<file path="config.mk">
export PLATFORM = sky130hd
export DESIGN_NAME = fetch_redirect
export DESIGN_NICKNAME = d
export VERILOG_FILES = /design/src/rtl/pipeline_pkg.sv /design/src/rtl/sat_counter.sv /design/src/rtl/fetch_redirect.sv
export SDC_FILE = /design/constraint.sdc
export NUM_CORES = 1
export LEC_CHECK = 0
export ABC_AREA = 1
export BUFFER_PORTS_ARGS = -buffer_cell sky130_fd_sc_hd__buf_4
export CORE_ASPECT_RATIO = 1.2
export CORE_MARGIN = 8
export CORE_UTILIZATION = 53
export CTS_CLUSTER_SIZE = 28
export DETAILED_ROUTE_END_ITERATION = 8
export PLACE_DENSITY = 0.85
export REMOVE_ABC_BUFFERS = 1
export SYNTH_ARGS = -nofsm -noshare
export SYNTH_HDL_FRONTEND = slang
export SYNTH_SLANG_ARGS = --single-unit
</file>
<file path="constraint.sdc">
create_clock -name clk -period 2.89 [get_ports clk]
set_input_delay 0.4335 -clock clk [delete_from_list [all_inputs] [get_ports clk]]
set_output_delay 0.4335 -clock clk [all_outputs]
set_load 0.01 [all_outputs]
</file>
<file path="src/rtl/pipeline_pkg.sv">
// Shared types and constants for the fetch redirect slice.
package pipeline_pkg;

   typedef logic [15:0] word_t;

   typedef enum logic [1:0] {
      RUN  = 2'd0,
      PEND = 2'd1,
      HALT = 2'd2
   } state_t;

   localparam word_t RESET_PC_DEFAULT = 16'h0000;

endpackage

</file>
<file path="src/rtl/sat_counter.sv">
// Saturating up-counter; sticks at all-ones instead of wrapping.
module sat_counter #(
   parameter int CNT_W = 16
) (
   input  logic             clk,
   input  logic             reset,
   input  logic             i_inc,
   output logic [CNT_W-1:0] o_cnt
);

   logic [CNT_W-1:0] r_cnt;

   always_ff @(posedge clk or posedge reset) begin
      if (reset)
         r_cnt <= '0;
      else if (i_inc && (r_cnt != '1))
         r_cnt <= r_cnt + 1'b1;
   end

   assign o_cnt = r_cnt;

endmodule

</file>
<file path="src/rtl/fetch_redirect.sv">
// Fetch next-PC selection, squash generation and prediction statistics.
module fetch_redirect
   import pipeline_pkg::*;
#(
   parameter word_t RESET_PC = RESET_PC_DEFAULT,
   parameter int    CNT_W    = 16
) (
   input  logic             clk,
   input  logic             reset,
   input  logic             stall,
   input  logic             halt_id,
   input  logic             jump_pred,
   input  word_t            jump_pred_adr,
   input  logic             jump_pred_miss,
   input  logic             jump_pred_adr_miss,
   input  word_t            pcinc_evac,
   input  word_t            ALUres_mem,
   output word_t            pc,
   output word_t            pcinc_if,
   output logic             flush_if,
   output logic             flush_id,
   output logic             flush_ex,
   output logic             fetch_valid,
   output logic [CNT_W-1:0] pred_hit_cnt,
   output logic [CNT_W-1:0] pred_miss_cnt
);

   state_t     r_state;
   state_t     w_state_nxt;
   word_t      r_pc;
   word_t      w_pc_nxt;
   word_t      r_pend_tgt;
   logic       w_pend_ld;
   logic       w_accept;
   logic       w_rec;
   word_t      w_rec_tgt;
   logic       r_init;
   logic [1:0] r_hit_sr;
   logic       w_hit_inc;

   assign w_rec     = jump_pred_miss | jump_pred_adr_miss;
   assign w_rec_tgt = jump_pred_adr_miss ? ALUres_mem : pcinc_evac;
   assign pcinc_if  = r_pc + 16'd1;
   assign pc        = r_pc;

   always_ff @(posedge clk or posedge reset) begin
      if (reset)
         r_state <= RUN;
      else
         r_state <= w_state_nxt;
   end

   always_comb begin
      w_state_nxt = r_state;
      w_pc_nxt    = r_pc;
      w_pend_ld   = 1'b0;
      w_accept    = 1'b0;
      if (w_rec) begin
         w_state_nxt = RUN;
         w_pc_nxt    = w_rec_tgt;
      end else begin
         unique case (r_state)
            RUN: begin
               if (jump_pred && !stall) begin
                  w_pc_nxt = jump_pred_adr;
                  w_accept = 1'b1;
               end else if (jump_pred) begin
                  w_state_nxt = PEND;
                  w_pend_ld   = 1'b1;
               end else if (halt_id && !stall) begin
                  w_state_nxt = HALT;
               end else if (!stall) begin
                  w_pc_nxt = pcinc_if;
               end
            end
            PEND: begin
               if (!stall) begin
                  w_pc_nxt    = r_pend_tgt;
                  w_state_nxt = RUN;
                  w_accept    = 1'b1;
               end
            end
            HALT: begin
               w_state_nxt = HALT;
            end
            default: begin
               w_state_nxt = RUN;
            end
         endcase
      end
   end

   always_comb begin
      flush_if    = !reset && (w_rec || w_accept);
      flush_id    = !reset && w_rec;
      flush_ex    = !reset && w_rec;
      fetch_valid = r_init && (r_state != HALT);
   end

   // Hit is credited when an accepted prediction reaches MEM unchallenged.
   always_ff @(posedge clk or posedge reset) begin
      if (reset) begin
         r_pc       <= RESET_PC;
         r_pend_tgt <= '0;
         r_init     <= 1'b0;
         r_hit_sr   <= 2'b00;
      end else begin
         r_pc   <= w_pc_nxt;
         r_init <= 1'b1;
         if (w_pend_ld)
            r_pend_tgt <= jump_pred_adr;
         if (w_rec)
            r_hit_sr <= 2'b00;
         else
            r_hit_sr <= {r_hit_sr[0], w_accept};
      end
   end

   assign w_hit_inc = r_hit_sr[1] && !w_rec;

`ifndef SYNTHESIS
   always_ff @(posedge clk) begin
      if (!reset)
         assert (!(jump_pred_miss && jump_pred_adr_miss))
            else $error("both recovery strobes set");
   end
`endif

   sat_counter #(.CNT_W(CNT_W)) u_hit_cnt (
      .clk   (clk),
      .reset (reset),
      .i_inc (w_hit_inc),
      .o_cnt (pred_hit_cnt)
   );

   sat_counter #(.CNT_W(CNT_W)) u_miss_cnt (
      .clk   (clk),
      .reset (reset),
      .i_inc (w_rec),
      .o_cnt (pred_miss_cnt)
   );

endmodule
</file>
==> report_table.html <==
<table>
<tr><th>Metric</th><th>Value</th></tr>
<tr><th colspan="2">Setup path</th></tr>
<tr><td>List of cells traversed by the critical path</td><td>ha_1 -&gt; nand3_2 -&gt; nor2_2 -&gt; nand2_1 -&gt; xor2_1 -&gt; buf_4</td></tr>
<tr><td>Highest fanout seen on the critical path</td><td>8</td></tr>
<tr><td>Crit Reg-Reg Startpoint</td><td>r_state[1]</td></tr>
<tr><td>Critical R2R Capture</td><td>pc[2]</td></tr>
<tr><td>Worst Path Class, Setup</td><td>reg2out</td></tr>
<tr><td>Crit. Startpoint</td><td>pc[0]</td></tr>
<tr><td>Endpoint class of the critical path</td><td>output port</td></tr>
<tr><td>Count of cells along the worst register-to-register path</td><td>7</td></tr>
<tr><td>Endpoint of the most critical setup path</td><td>pcinc_if[8]</td></tr>
<tr><td>Largest incremental delay on the critical path</td><td>0.44 ns</td></tr>
<tr><td>Worst endpoint required time</td><td>around 2.5 ns</td></tr>
<tr><td>FF-to-FF setup slack</td><td>between 0.9 and 1 ns</td></tr>
<tr><td>Slowest CP cell</td><td>sky130_fd_sc_hd__dfrtp_1</td></tr>
<tr><td>Startpoint Class</td><td>register</td></tr>
<tr><td>CP Data Arrival Time</td><td>~1.9 ns</td></tr>
<tr><th colspan="2">Drt</th></tr>
<tr><td>Number of detailed-route iterations in the first pass</td><td>5</td></tr>
<tr><td>Number of nets with antenna violations after detailed routing</td><td>0</td></tr>
<tr><td>Vias</td><td>4505</td></tr>
<tr><td>Starting DRC count in detailed routing</td><td>between 200 and 300</td></tr>
<tr><td># DRC</td><td>0</td></tr>
<tr><td>Total wirelength of the detailed-routed design</td><td>12800 um</td></tr>
<tr><td>Detailed-route vias per instance</td><td>around 5.4</td></tr>
<tr><td>WL per Instance</td><td>between 15 and 20 um</td></tr>
<tr><th colspan="2">Layout</th></tr>
<tr><td>Final Util</td><td>0.683</td></tr>
<tr><td>Non-Filler Instances</td><td>835</td></tr>
<tr><td>Antenna fix cells</td><td>0</td></tr>
<tr><td>Area Growth Syn to Fin</td><td>25.2%</td></tr>
<tr><td>Nets</td><td>slightly below 800</td></tr>
<tr><td>Layout cell share with drive strength beyond 1</td><td>0.228</td></tr>
<tr><td>Final cell area excluding filler cells</td><td>approximately 5500 sq um</td></tr>
<tr><th colspan="2">Logic synthesis</th></tr>
<tr><td>Synth Area in Compound Gates</td><td>0.118</td></tr>
<tr><td>Proportion of synthesized area in mux cells</td><td>0.0127</td></tr>
<tr><td>Number of warnings issued by yosys</td><td>0</td></tr>
<tr><td>Cell area after technology mapping</td><td>about 4400 sq um</td></tr>
<tr><td>Largest family of logic cells by synthesized area</td><td>simple AND/OR/NAND/NOR gates</td></tr>
<tr><td>Post-synthesis instance total</td><td>between 600 and 700</td></tr>
<tr><td>Fraction of the mapped netlist area in simple logic gates</td><td>0.304</td></tr>
<tr><td>Xor and xnor area share after synthesis</td><td>0.0710</td></tr>
<tr><td>Post-Synth Adder-Cell Area</td><td>0.00848</td></tr>
<tr><td>Number of synthesized register bits</td><td>69</td></tr>
<tr><td>Post-synthesis cell type count</td><td>38</td></tr>
<tr><td>Mean post-synth cell area</td><td>slightly above 7 sq um</td></tr>
<tr><td>Sequential area share after synthesis</td><td>0.390</td></tr>
<tr><th colspan="2">Flow run</th></tr>
<tr><td>Max-Cap Viols</td><td>0</td></tr>
<tr><th colspan="2">Run status</th></tr>
<tr><td>Status</td><td>finished clean</td></tr>
<tr><th colspan="2">CTS</th></tr>
<tr><td>Quantity of gates resized following cts</td><td>0</td></tr>
<tr><td>Quantity of hold-fixing buffers added after cts</td><td>0</td></tr>
<tr><td>Cell at the root of the clock tree</td><td>sky130_fd_sc_hd__clkbuf_8</td></tr>
<tr><td>TritonCTS clock tree</td><td>built</td></tr>
<tr><td>Post-CTS setup buffers</td><td>0</td></tr>
<tr><td>Total clock buffers created by CTS</td><td>9</td></tr>
<tr><td>Later-pin clock latency in the skew report</td><td>between 0.3 and 0.4 ns</td></tr>
<tr><td>Clock transition time at the flip-flop clock pins of the worst setup and hold paths</td><td>around 0.070 ns</td></tr>
<tr><td>Deepest clock path buffer count</td><td>2</td></tr>
<tr><td># H-tree levels</td><td>3</td></tr>
<tr><td>Count of clock tree sinks</td><td>between 60 and 70</td></tr>
<tr><th colspan="2">Floorplanning</th></tr>
<tr><td>Die Span Y</td><td>~120 um</td></tr>
<tr><td>Number of rows created at floorplan</td><td>36</td></tr>
<tr><td>Die X-Extent</td><td>99.4 um</td></tr>
<tr><td>Die Area</td><td>between 10000 and 15000 sq um</td></tr>
<tr><td>Core area</td><td>about 8000 sq um</td></tr>
<tr><td>Starting Density</td><td>0.546</td></tr>
<tr><td>Num ports</td><td>123</td></tr>
<tr><th colspan="2">Placement</th></tr>
<tr><td>DPL Wire Length</td><td>about 10000 um</td></tr>
<tr><td>Dpl cell area</td><td>5370 sq um</td></tr>
<tr><td>Inst Count DP</td><td>820</td></tr>
<tr><td>Port buffer count</td><td>between 100 and 150</td></tr>
<tr><td>Final RePlAce weighted congestion</td><td>slightly above 0.9</td></tr>
<tr><td>Setup slack at placement</td><td>0.661 ns</td></tr>
<tr><th colspan="2">Hold path</th></tr>
<tr><td>Hold Crit Class</td><td>in2async</td></tr>
<tr><th colspan="2">Global route</th></tr>
<tr><td>Total routing resource utilization after global routing</td><td>0.222</td></tr>
<tr><td>Wire length of the first global-routing pass</td><td>between 20000 and 25000 um</td></tr>
<tr><td>Number of global-route vias before repair</td><td>roughly 4600</td></tr>
<tr><td>Maximum number of pins on one net before global-route repair</td><td>30</td></tr>
<tr><td>Number of antenna violations at the first check in global routing</td><td>0</td></tr>
<tr><td>GRT Residual Overflow</td><td>0</td></tr>
<tr><th colspan="2">STA</th></tr>
<tr><td>Final critical-path required period</td><td>around 2.4 ns</td></tr>
<tr><td>Measured slew at the worst slew-check pin</td><td>between 0.6 and 0.7 ns</td></tr>
<tr><td>Final total negative setup slack</td><td>0 ns</td></tr>
<tr><td>Post-route setup slack</td><td>approximately 0.52 ns</td></tr>
<tr><td>Fin Clk Skew</td><td>0.00582 ns</td></tr>
<tr><td>Final setup fails</td><td>0</td></tr>
<tr><td>Unrepaired setup endpoints after global routing</td><td>false</td></tr>
<tr><td>Timing-limited maximum frequency</td><td>roughly 420 MHz</td></tr>
<tr><td>Hold Fails Final Rpt</td><td>0</td></tr>
<tr><td>Pins over their slew limit</td><td>0</td></tr>
<tr><td>Relative slew slack</td><td>0.584</td></tr>
<tr><td>Final worst path period share</td><td>0.821</td></tr>
<tr><th colspan="2">Pwr</th></tr>
<tr><td>Worst IR Drop VDD</td><td>~0.00027 V</td></tr>
<tr><td>Static power due to leakage</td><td>between 2 and 3 nW</td></tr>
<tr><td>Areal power density over the cells</td><td>526 nW/um^2</td></tr>
</table>
-- worst min-delay path by stage --
| stage | to | cells after the start |
|---|---|---|
| detailed placement | r_hit_sr[1] | 2 |
| CTS | u_miss_cnt.o_cnt[1] | 2 |
| global route | u_miss_cnt.o_cnt[1] | 2 |
| finish | u_miss_cnt.o_cnt[1] | 2 |
| floorplan | r_pend_tgt[1] | 2 |
| global placement | r_pend_tgt[1] | 2 |
-- report_power, final --
group	leakage, nW	internal [mW]	switching [mW]
Clock	0.0812	0.327	0.359
Sequential	0.842	1.12	0.170
Combinational	1.96	0.429	0.513
Total	2.89	1.87	1.04
-- placed cells by master (no fill, tap or decap), types with 2 or more instances in the layout --
cell type,n
sky130_fd_sc_hd__inv_2,2
sky130_fd_sc_hd__o21ai_2,7
sky130_fd_sc_hd__nor3_2,2
sky130_fd_sc_hd__nor2_2,2
sky130_fd_sc_hd__xor2_1,25
sky130_fd_sc_hd__clkbuf_8,10
sky130_fd_sc_hd__buf_4,125
sky130_fd_sc_hd__inv_1,77
sky130_fd_sc_hd__ha_1,3
sky130_fd_sc_hd__nand4_1,5
sky130_fd_sc_hd__nand2_1,186
sky130_fd_sc_hd__nand2_4,2
sky130_fd_sc_hd__dfrtp_1,69
sky130_fd_sc_hd__clkinvlp_4,2
sky130_fd_sc_hd__inv_4,2
sky130_fd_sc_hd__o211ai_1,2
sky130_fd_sc_hd__nand3_1,42
sky130_fd_sc_hd__xnor2_1,9
sky130_fd_sc_hd__o21ai_0,53
sky130_fd_sc_hd__a21oi_1,20
sky130_fd_sc_hd__nor2_1,51
sky130_fd_sc_hd__clkinv_2,2
sky130_fd_sc_hd__nor3_1,15
sky130_fd_sc_hd__mux2_2,5
sky130_fd_sc_hd__o21bai_1,3
sky130_fd_sc_hd__o21ai_1,4
sky130_fd_sc_hd__nand3_2,3
-- per-stage QoR --
step                      hold slack [ns]  total power, mW
after CTS                           0.198             2.93
final                               0.189             2.91
after global routing                0.226             3.09
after global placement              0.465             2.20
after floorplan                     0.448             1.79
after detailed placement            0.480             2.24
-- routing by layer --
| metal | share of wire | up-vias | global-route usage |
|---|---|---|---|
| met1 | 0.38 | 2083 | 0.243 |
| met3 | 0.086 | 24 | 0.0577 |
| li1 | - | 2185 | - |
| met4 | 0.016 | 0 | 0.0829 |
| met2 | 0.51 | 213 | 0.404 |
| met5 | 0 | - | 0 |
-- logic make-up after synthesis --
family                   count (synthesis)
adder cells (fa/ha/maj)                  3
AO/OA/AOI/OAI                           93
flip-flops                              69
other                                    1
AND/OR/NAND/NOR                        313
buffers and inverters                   98
multiplexers                             5
XOR/XNOR                                35
-- worst max-delay path, delay by kind of cell (launching register included) --
kind / cells / cell delay, ns
xor gates and xnor gates: 1 / 0.20
buffers and inverters: 1 / 0.15
DFF: 1 / 0.44
adders and majority gates: 1 / 0.24
and+or+nand+nor: 3 / 0.57
-- area by class of cell --
class                   count  area, sq um
clock buffers              11          141
clock inverters             4         25.0
fillers                   689         2570
inverters                  81          309
multi-input cells         450         2280
flip-flops and latches     69         1730
well taps                  95          119
repair buffers            125          938
-- cells in the mapped netlist, drive strengths merged --
cell type / instances / area share
o21bai: 3 / 0.0051
and2: 1 / 0.0014
nand3b: 1 / 0.0017
xor2: 26 / 0.053
inv: 81 / 0.070
buf: 14 / 0.022
mux2: 5 / 0.013
nand3: 45 / 0.054
nor4: 1 / 0.0048
nor3: 17 / 0.021
a21oi: 21 / 0.026
a21boi: 1 / 0.0017
nor2: 54 / 0.049
xnor2: 9 / 0.018
o2111ai: 1 / 0.0020
o21ai: 64 / 0.078
dfrtp: 69 / 0.39
nand4: 5 / 0.0071
nand2: 189 / 0.16
clkbuf: 3 / 0.0025
o211ai: 2 / 0.0034
conb: 1 / 0.00085
ha: 3 / 0.0085
a31oi: 1 / 0.0014
-- flip-flops by register name, indices dropped and copies added, names as in the netlist --
signal,count
u_hit_cnt.o_cnt,16
pc,16
r_init,1
r_hit_sr,2
r_pend_tgt,16
u_miss_cnt.o_cnt,16
r_state,2
No activity file was read; power rests on OpenSTA's default activity.
